--- config.mk ---
export PLATFORM = sky130hd
export DESIGN_NAME = param_sync_fifo
export DESIGN_NICKNAME = d
export VERILOG_FILES = /design/src/rtl/fifo_pkg.sv /design/src/rtl/fifo_ram.sv /design/src/rtl/param_sync_fifo.sv
export SDC_FILE = /design/constraint.sdc
export NUM_CORES = 1
export LEC_CHECK = 0
export CELL_PAD_IN_SITES_DETAIL_PLACEMENT = 0
export CELL_PAD_IN_SITES_GLOBAL_PLACEMENT = 1
export CORE_MARGIN = 4
export CORE_UTILIZATION = 50
export DETAILED_ROUTE_END_ITERATION = 10
export PLACE_DENSITY = 0.78
export SKIP_CTS_REPAIR_TIMING = 1
export SYNTH_ARGS = -nofsm -noshare
export SYNTH_HDL_FRONTEND = slang
export SYNTH_SLANG_ARGS = --single-unit
export TNS_END_PERCENT = 5
--- constraint.sdc ---
create_clock -name clk1 -period 3.15 [get_ports clk1]
set_clock_uncertainty 0.05 [all_clocks]
set_input_delay 0.63 -clock clk1 [delete_from_list [all_inputs] [get_ports clk1]]
set_output_delay 0.63 -clock clk1 [all_outputs]
set_load 0.005 [all_outputs]
--- src/rtl/fifo_pkg.sv ---
// fifo_pkg: shared FIFO constants and parameter helpers.
// Used by param_sync_fifo and dual_clock_fifo so that both FIFOs agree on
// default geometry and on how the address width is derived.
package fifo_pkg;
   localparam int DEFAULT_DATA_WIDTH = 8;
   localparam int DEFAULT_FIFO_DEPTH = 16;
   function automatic bit is_pow2(input int n);
      return n >= 2 && (n & (n - 1)) == 0;
   endfunction
   function automatic int addr_width(input int n);
      return $clog2(n);
   endfunction
endpackage

--- src/rtl/fifo_ram.sv ---
// fifo_ram: DATA_WIDTH x FIFO_DEPTH storage, synchronous write, asynchronous read.
// Ports: clk_i clock; we_i write enable; waddr_i/wdata_i write address/data;
//        raddr_i read address; rdata_o combinational read data.
module fifo_ram
   import fifo_pkg::*;
#(
   parameter int DATA_WIDTH = DEFAULT_DATA_WIDTH,
   parameter int FIFO_DEPTH = DEFAULT_FIFO_DEPTH,
   parameter int AW = addr_width(FIFO_DEPTH)
) (
   input  logic                  clk_i,
   input  logic                  we_i,
   input  logic [AW-1:0]         waddr_i,
   input  logic [DATA_WIDTH-1:0] wdata_i,
   input  logic [AW-1:0]         raddr_i,
   output logic [DATA_WIDTH-1:0] rdata_o
);
   logic [DATA_WIDTH-1:0] mem_q [FIFO_DEPTH];
   always_ff @(posedge clk_i)
      if (we_i) mem_q[waddr_i] <= wdata_i;
   assign rdata_o = mem_q[raddr_i];
endmodule

--- src/rtl/param_sync_fifo.sv ---
// param_sync_fifo: single-clock circular-buffer FIFO with occupancy, programmable
// almost flags, sticky error flags and registered-read or FWFT output.
// Ports: clk1 clock; reset sync active-high; data_in/write_en write side;
//        read_en pop; clear_err clears sticky errors; data_out/valid read side;
//        full/empty/almost_full/almost_empty/count occupancy; overflow/underflow
//        sticky error flags.
module param_sync_fifo
   import fifo_pkg::*;
#(
   parameter int DATA_WIDTH    = DEFAULT_DATA_WIDTH,
   parameter int FIFO_DEPTH    = DEFAULT_FIFO_DEPTH,
   parameter int AFULL_THRESH  = 12,
   parameter int AEMPTY_THRESH = 4,
   parameter bit FWFT          = 1'b0
) (
   input  logic                                clk1,
   input  logic                                reset,
   input  logic [DATA_WIDTH-1:0]               data_in,
   input  logic                                write_en,
   input  logic                                read_en,
   input  logic                                clear_err,
   output logic [DATA_WIDTH-1:0]               data_out,
   output logic                                valid,
   output logic                                full,
   output logic                                empty,
   output logic                                almost_full,
   output logic                                almost_empty,
   output logic [addr_width(FIFO_DEPTH):0]     count,
   output logic                                overflow,
   output logic                                underflow
);
   localparam int AW = addr_width(FIFO_DEPTH);
   localparam logic [AW:0] DEPTH_C  = (AW + 1)'(FIFO_DEPTH);
   localparam logic [AW:0] AFULL_C  = (AW + 1)'(AFULL_THRESH);
   localparam logic [AW:0] AEMPTY_C = (AW + 1)'(AEMPTY_THRESH);

   if (!is_pow2(FIFO_DEPTH)) begin : g_depth_chk
      $error("FIFO_DEPTH must be a power of 2 and >= 2");
   end
   if (AFULL_THRESH < 1 || AFULL_THRESH > FIFO_DEPTH ||
       AEMPTY_THRESH < 0 || AEMPTY_THRESH > FIFO_DEPTH - 1) begin : g_thresh_chk
      $error("almost-full/almost-empty threshold out of range");
   end

   logic [AW-1:0]         wr_ptr_q, wr_ptr_d, rd_ptr_q, rd_ptr_d;
   logic [AW:0]           count_q, count_d;
   logic [DATA_WIDTH-1:0] dout_q, dout_d, ram_rdata;
   logic                  valid_q, valid_d, ovf_q, ovf_d, udf_q, udf_d;
   logic                  wr_acc, rd_acc;

   // Flags come from the registered count, so a full FIFO rejects a write even
   // when a read is accepted in the same cycle.
   assign full         = count_q == DEPTH_C;
   assign empty        = count_q == '0;
   assign almost_full  = count_q >= AFULL_C;
   assign almost_empty = count_q <= AEMPTY_C;
   assign count        = count_q;
   assign overflow     = ovf_q;
   assign underflow    = udf_q;
   assign wr_acc       = write_en & ~full;
   assign rd_acc       = read_en & ~empty;

   fifo_ram #(
      .DATA_WIDTH(DATA_WIDTH),
      .FIFO_DEPTH(FIFO_DEPTH),
      .AW        (AW)
   ) u_ram (
      .clk_i  (clk1),
      .we_i   (wr_acc & ~reset),
      .waddr_i(wr_ptr_q),
      .wdata_i(data_in),
      .raddr_i(rd_ptr_q),
      .rdata_o(ram_rdata)
   );

   always_comb begin
      wr_ptr_d = wr_acc ? wr_ptr_q + 1'b1 : wr_ptr_q;
      rd_ptr_d = rd_acc ? rd_ptr_q + 1'b1 : rd_ptr_q;
      count_d  = (wr_acc & ~rd_acc) ? count_q + 1'b1 :
                 (rd_acc & ~wr_acc) ? count_q - 1'b1 : count_q;
      // Set wins over clear when both happen in one cycle.
      ovf_d    = (write_en & full) | (ovf_q & ~clear_err);
      udf_d    = (read_en & empty) | (udf_q & ~clear_err);
      dout_d   = rd_acc ? ram_rdata : dout_q;
      valid_d  = rd_acc;
   end

   always_ff @(posedge clk1) begin
      if (reset) begin
         wr_ptr_q <= '0;
         rd_ptr_q <= '0;
         count_q  <= '0;
         dout_q   <= '0;
         valid_q  <= 1'b0;
         ovf_q    <= 1'b0;
         udf_q    <= 1'b0;
      end else begin
         wr_ptr_q <= wr_ptr_d;
         rd_ptr_q <= rd_ptr_d;
         count_q  <= count_d;
         dout_q   <= dout_d;
         valid_q  <= valid_d;
         ovf_q    <= ovf_d;
         udf_q    <= udf_d;
      end
   end

   // FWFT exposes the head word directly; registered mode shows the popped word.
   assign data_out = FWFT ? ram_rdata : dout_q;
   assign valid    = FWFT ? ~empty : valid_q;
endmodule
==> results_dict.tcl, run 1 <==
set metrics [dict create \
    areaGrowthSynthToFinish_pct 18.7 \
    timing.rr.start "count[0]$_SDFFE_PP0P_" \
    route.vias.total 3445 \
    synth_cell_types 35 \
    grt_usage 0.192 \
    drt_iter0_markers 188 \
    ys_warn_count 0 \
    slowest_stage "nor4_2" \
    final_cells 616 \
    reg2reg_slack_ns 0.33 \
    grt_pass1_wl_um 19800 \
    final-seq-area_um2 4330 \
    syn_inst 404 \
    cts_tree "built" \
    cpPeakStageDelay_ns 0.49 \
    fp-row-count 40 \
    slew_headroom 0.549 \
    syn_area_um2 6110 \
    maxCapViolCount 0 \
    viasPerCell 5.59 \
    ys_seq_area_frac 0.707 \
    antenna_found_initial 0 \
    cts.htree.levels 4 \
    period_share 0.894 \
    hpwl_um 8140 \
    place.gp.congestion 0.738 \
    grt_pass1_vias 3449 \
    path_clk_slew_ns 0.06 \
    die_y_um 119 \
    clk_latency_ns 0.42 \
    fmax_ghz 0.355 \
    diodes 0 \
    drive_gt1_frac 0.119 \
    cts_made_buffers 17 \
    tightest_slew_ns 0.674 \
    cts_buffer_depth 2 \
    outcome "finished clean" \
    drtAntennaViolNets 0 \
    synth_edf_count 128 \
    port_buffers 32 \
    final_max_slew_viol_count 0 \
    crit_type "flop to flop" \
    grt-ovfl-total 0 \
    arrival_ns 3.07 \
    cp_cell_sequence "nor4_2 > a21boi_2 > inv_2 > ha_1 > inv_1 > ha_1 > a21o_1 > a21oi_1 > mux2i_1 > mux2_2" \
    post_drt_wl_per_cell_um 20.3 \
    rsz0062_at_grt "no" \
    peakVddDrop_mv 0.411 \
    clock-sinks 152 \
    postSynth.asyncResetShare 0 \
    grt_max_degree 36 \
    synth.top_cell.area_share 0.629 \
    cp-start-kind "flop" \
    leakagePower_nw 2.35 \
    dieArea_um2 14100 \
    multi_input_area_um2 1630 \
    cp_max_fo 6 \
    drt_pre_antenna_iters 4 \
    route.detailed.drc 0 \
    ys_seq_elements 152 \
    hp-start "data_out[0]$_SDFFE_PP0P_" \
    hold_path_depth 2 \
    timing_hold_violations_final 0 \
    avgSynthCellArea_um2 15.1 \
    r2r-end "count[4]$_SDFFE_PP0P_" \
    initial_core_util 0.509 \
    endpoint_kind "flop" \
    io_pins 33 \
    clock-root-buffer "clkbuf_16" \
    core-area_um2 12000 \
    tns_ns 0 \
    synth_nets 428 \
    fillers 914 \
    wl_um 12500 \
    rr_worst_depth 10 \
    period_needed_ns 2.82 \
    setup_viol 0 \
    crit_required_ns 3.40 \
    hold_path.class "flop to flop" \
    synth-main-ff-cell "edfxtp_1" \
    dp.cells 584 \
    yosys-top-cells-area "edfxtp_1 63%, mux2i_1 11%, dfxtp_1 7.9%" \
    post-route-util 0.604 \
    powerDensity_nw_per_um2 763 \
    hold-path-endpoint "data_out[0]$_SDFFE_PP0P_" \
    layout.nets 480 \
    die_w_um 119 \
    crit_top_cell "ha_1" \
    synth.largest_area_cell "edfxtp_1" \
]
==> sequential cells by signal, summed over array words and instances (netlist names) <==
name / flops
u_ram.mem_q: 128
data_out: 8
count: 5
underflow: 1
valid: 1
wr_ptr_q: 4
overflow: 1
rd_ptr_q: 4
==> where the power goes <==
part | switching (W) | total (W) | internal [W]
Combinational | 0.000580 | 0.00112 | 0.000537
Sequential | 0.000126 | 0.00243 | 0.00230
Clock | 0.000756 | 0.00200 | 0.00124
==> cell usage after synthesis (all sizes together), types with 3 or more instances <==
master / instances
or3b: 3
ha: 10
mux2i: 66
nor4: 9
dfxtp: 24
nand2: 12
xor2: 7
nor2: 47
a21oi: 6
o22ai: 32
buf: 16
edfxtp: 128
nand3b: 4
clkbuf: 4
inv: 9
a211oi: 8
==> worst max-delay path by stage <==
stage | start | to | slack (ns) | depth (start not counted)
after detailed placement | read_en | count[4]$_SDFFE_PP0P_ | 0.05 | 10
after floorplan | count[0]$_SDFFE_PP0P_ | count[4]$_SDFFE_PP0P_ | 0.43 | 11
after global routing | count[0]$_SDFFE_PP0P_ | count[4]$_SDFFE_PP0P_ | 0.16 | 10
final | count[0]$_SDFFE_PP0P_ | count[4]$_SDFFE_PP0P_ | 0.33 | 10
after global placement | read_en | count[4]$_SDFFE_PP0P_ | 0.13 | 10
after CTS | count[0]$_SDFFE_PP0P_ | count[4]$_SDFFE_PP0P_ | 0.31 | 10
==> per-layer routing <==
layer | up-vias | wire length [µm] | global-route usage
li1 | 1649 | - | -
met1 | 1697 | 5300 | 0.243
met2 | 84 | 6290 | 0.311
met3 | 15 | 745 | 0.0541
met4 | 0 | 202 | 0.0782
met5 | - | 0 | 0
==> final cells by class <==
class,instances,area share
flip-flops and latches,152,0.596
multi-input cells,223,0.225
repair buffers,53,0.0676
clock buffers,20,0.0602
well taps,147,0.0253
clock inverters,12,0.0210
inverters,9,0.00466
==> cell usage in the layout, fill, tap and decap left out, drive strengths merged, types with 3 or more instances in the layout <==
| cell type | count |
|---|---|
| nand3b | 4 |
| inv | 9 |
| nor2 | 47 |
| o22ai | 32 |
| bufinv | 3 |
| a21oi | 6 |
| clkdlybuf4s50 | 32 |
| buf | 21 |
| nor4 | 9 |
| a211oi | 8 |
| edfxtp | 128 |
| dfxtp | 24 |
| clkinv | 6 |
| mux2i | 66 |
| clkinvlp | 3 |
| or3b | 3 |
| nand2 | 12 |
| xor2 | 7 |
| ha | 10 |
| clkbuf | 20 |
==> cells by family (layout without fill, tap and decap cells) <==
logic type               Yosys count  after routing  share of synthesized area
AND/OR/NAND/NOR                   84             84                     0.0643
AO/OA/AOI/OAI                     52             52                     0.0555
buffers and inverters             29             94                     0.0262
XOR/XNOR                           9              9                     0.0129
adder cells (fa/ha/maj)           11             11                     0.0237
flip-flops                       152            152                      0.707
multiplexers                      67             67                      0.110
==> worst max-delay path: cells and delay by family, from the launching register on <==
| kind | cells | cell delay, ns |
|---|---|---|
| flip-flops | 1 | 0.37 |
| multiplexers | 2 | 0.55 |
| adder cells (fa/ha/maj) | 2 | 0.54 |
| AO/OA/AOI/OAI | 3 | 0.49 |
| buffers and inverters | 2 | 0.21 |
| AND/OR/NAND/NOR | 1 | 0.49 |
==> per-stage QoR <==
step	setup WS, ns	cell area [µm²]	total power [W]	hold WS, ns
after floorplan	0.425	6110	0.00313	0.444
after global placement	0.131	6670	0.00357	0.439
after detailed placement	0.0452	6670	0.00359	0.444
after CTS	0.313	7260	0.00560	0.452
after global routing	0.157	7260	0.00582	0.479
final	0.335	7260	0.00554	0.449
(Power assumes the default switching activity.)
==> run 2, diff against run 1 <==
--- a/config.mk
+++ b/config.mk
@@ -11,7 +11,6 @@
 export CORE_UTILIZATION = 50
 export DETAILED_ROUTE_END_ITERATION = 10
 export PLACE_DENSITY = 0.78
-export SKIP_CTS_REPAIR_TIMING = 1
 export SYNTH_ARGS = -nofsm -noshare
 export SYNTH_HDL_FRONTEND = slang
 export SYNTH_SLANG_ARGS = --single-unit
==> results of run 2 <==
No change in the layout: final DEF, timing and power equal those of run 1.
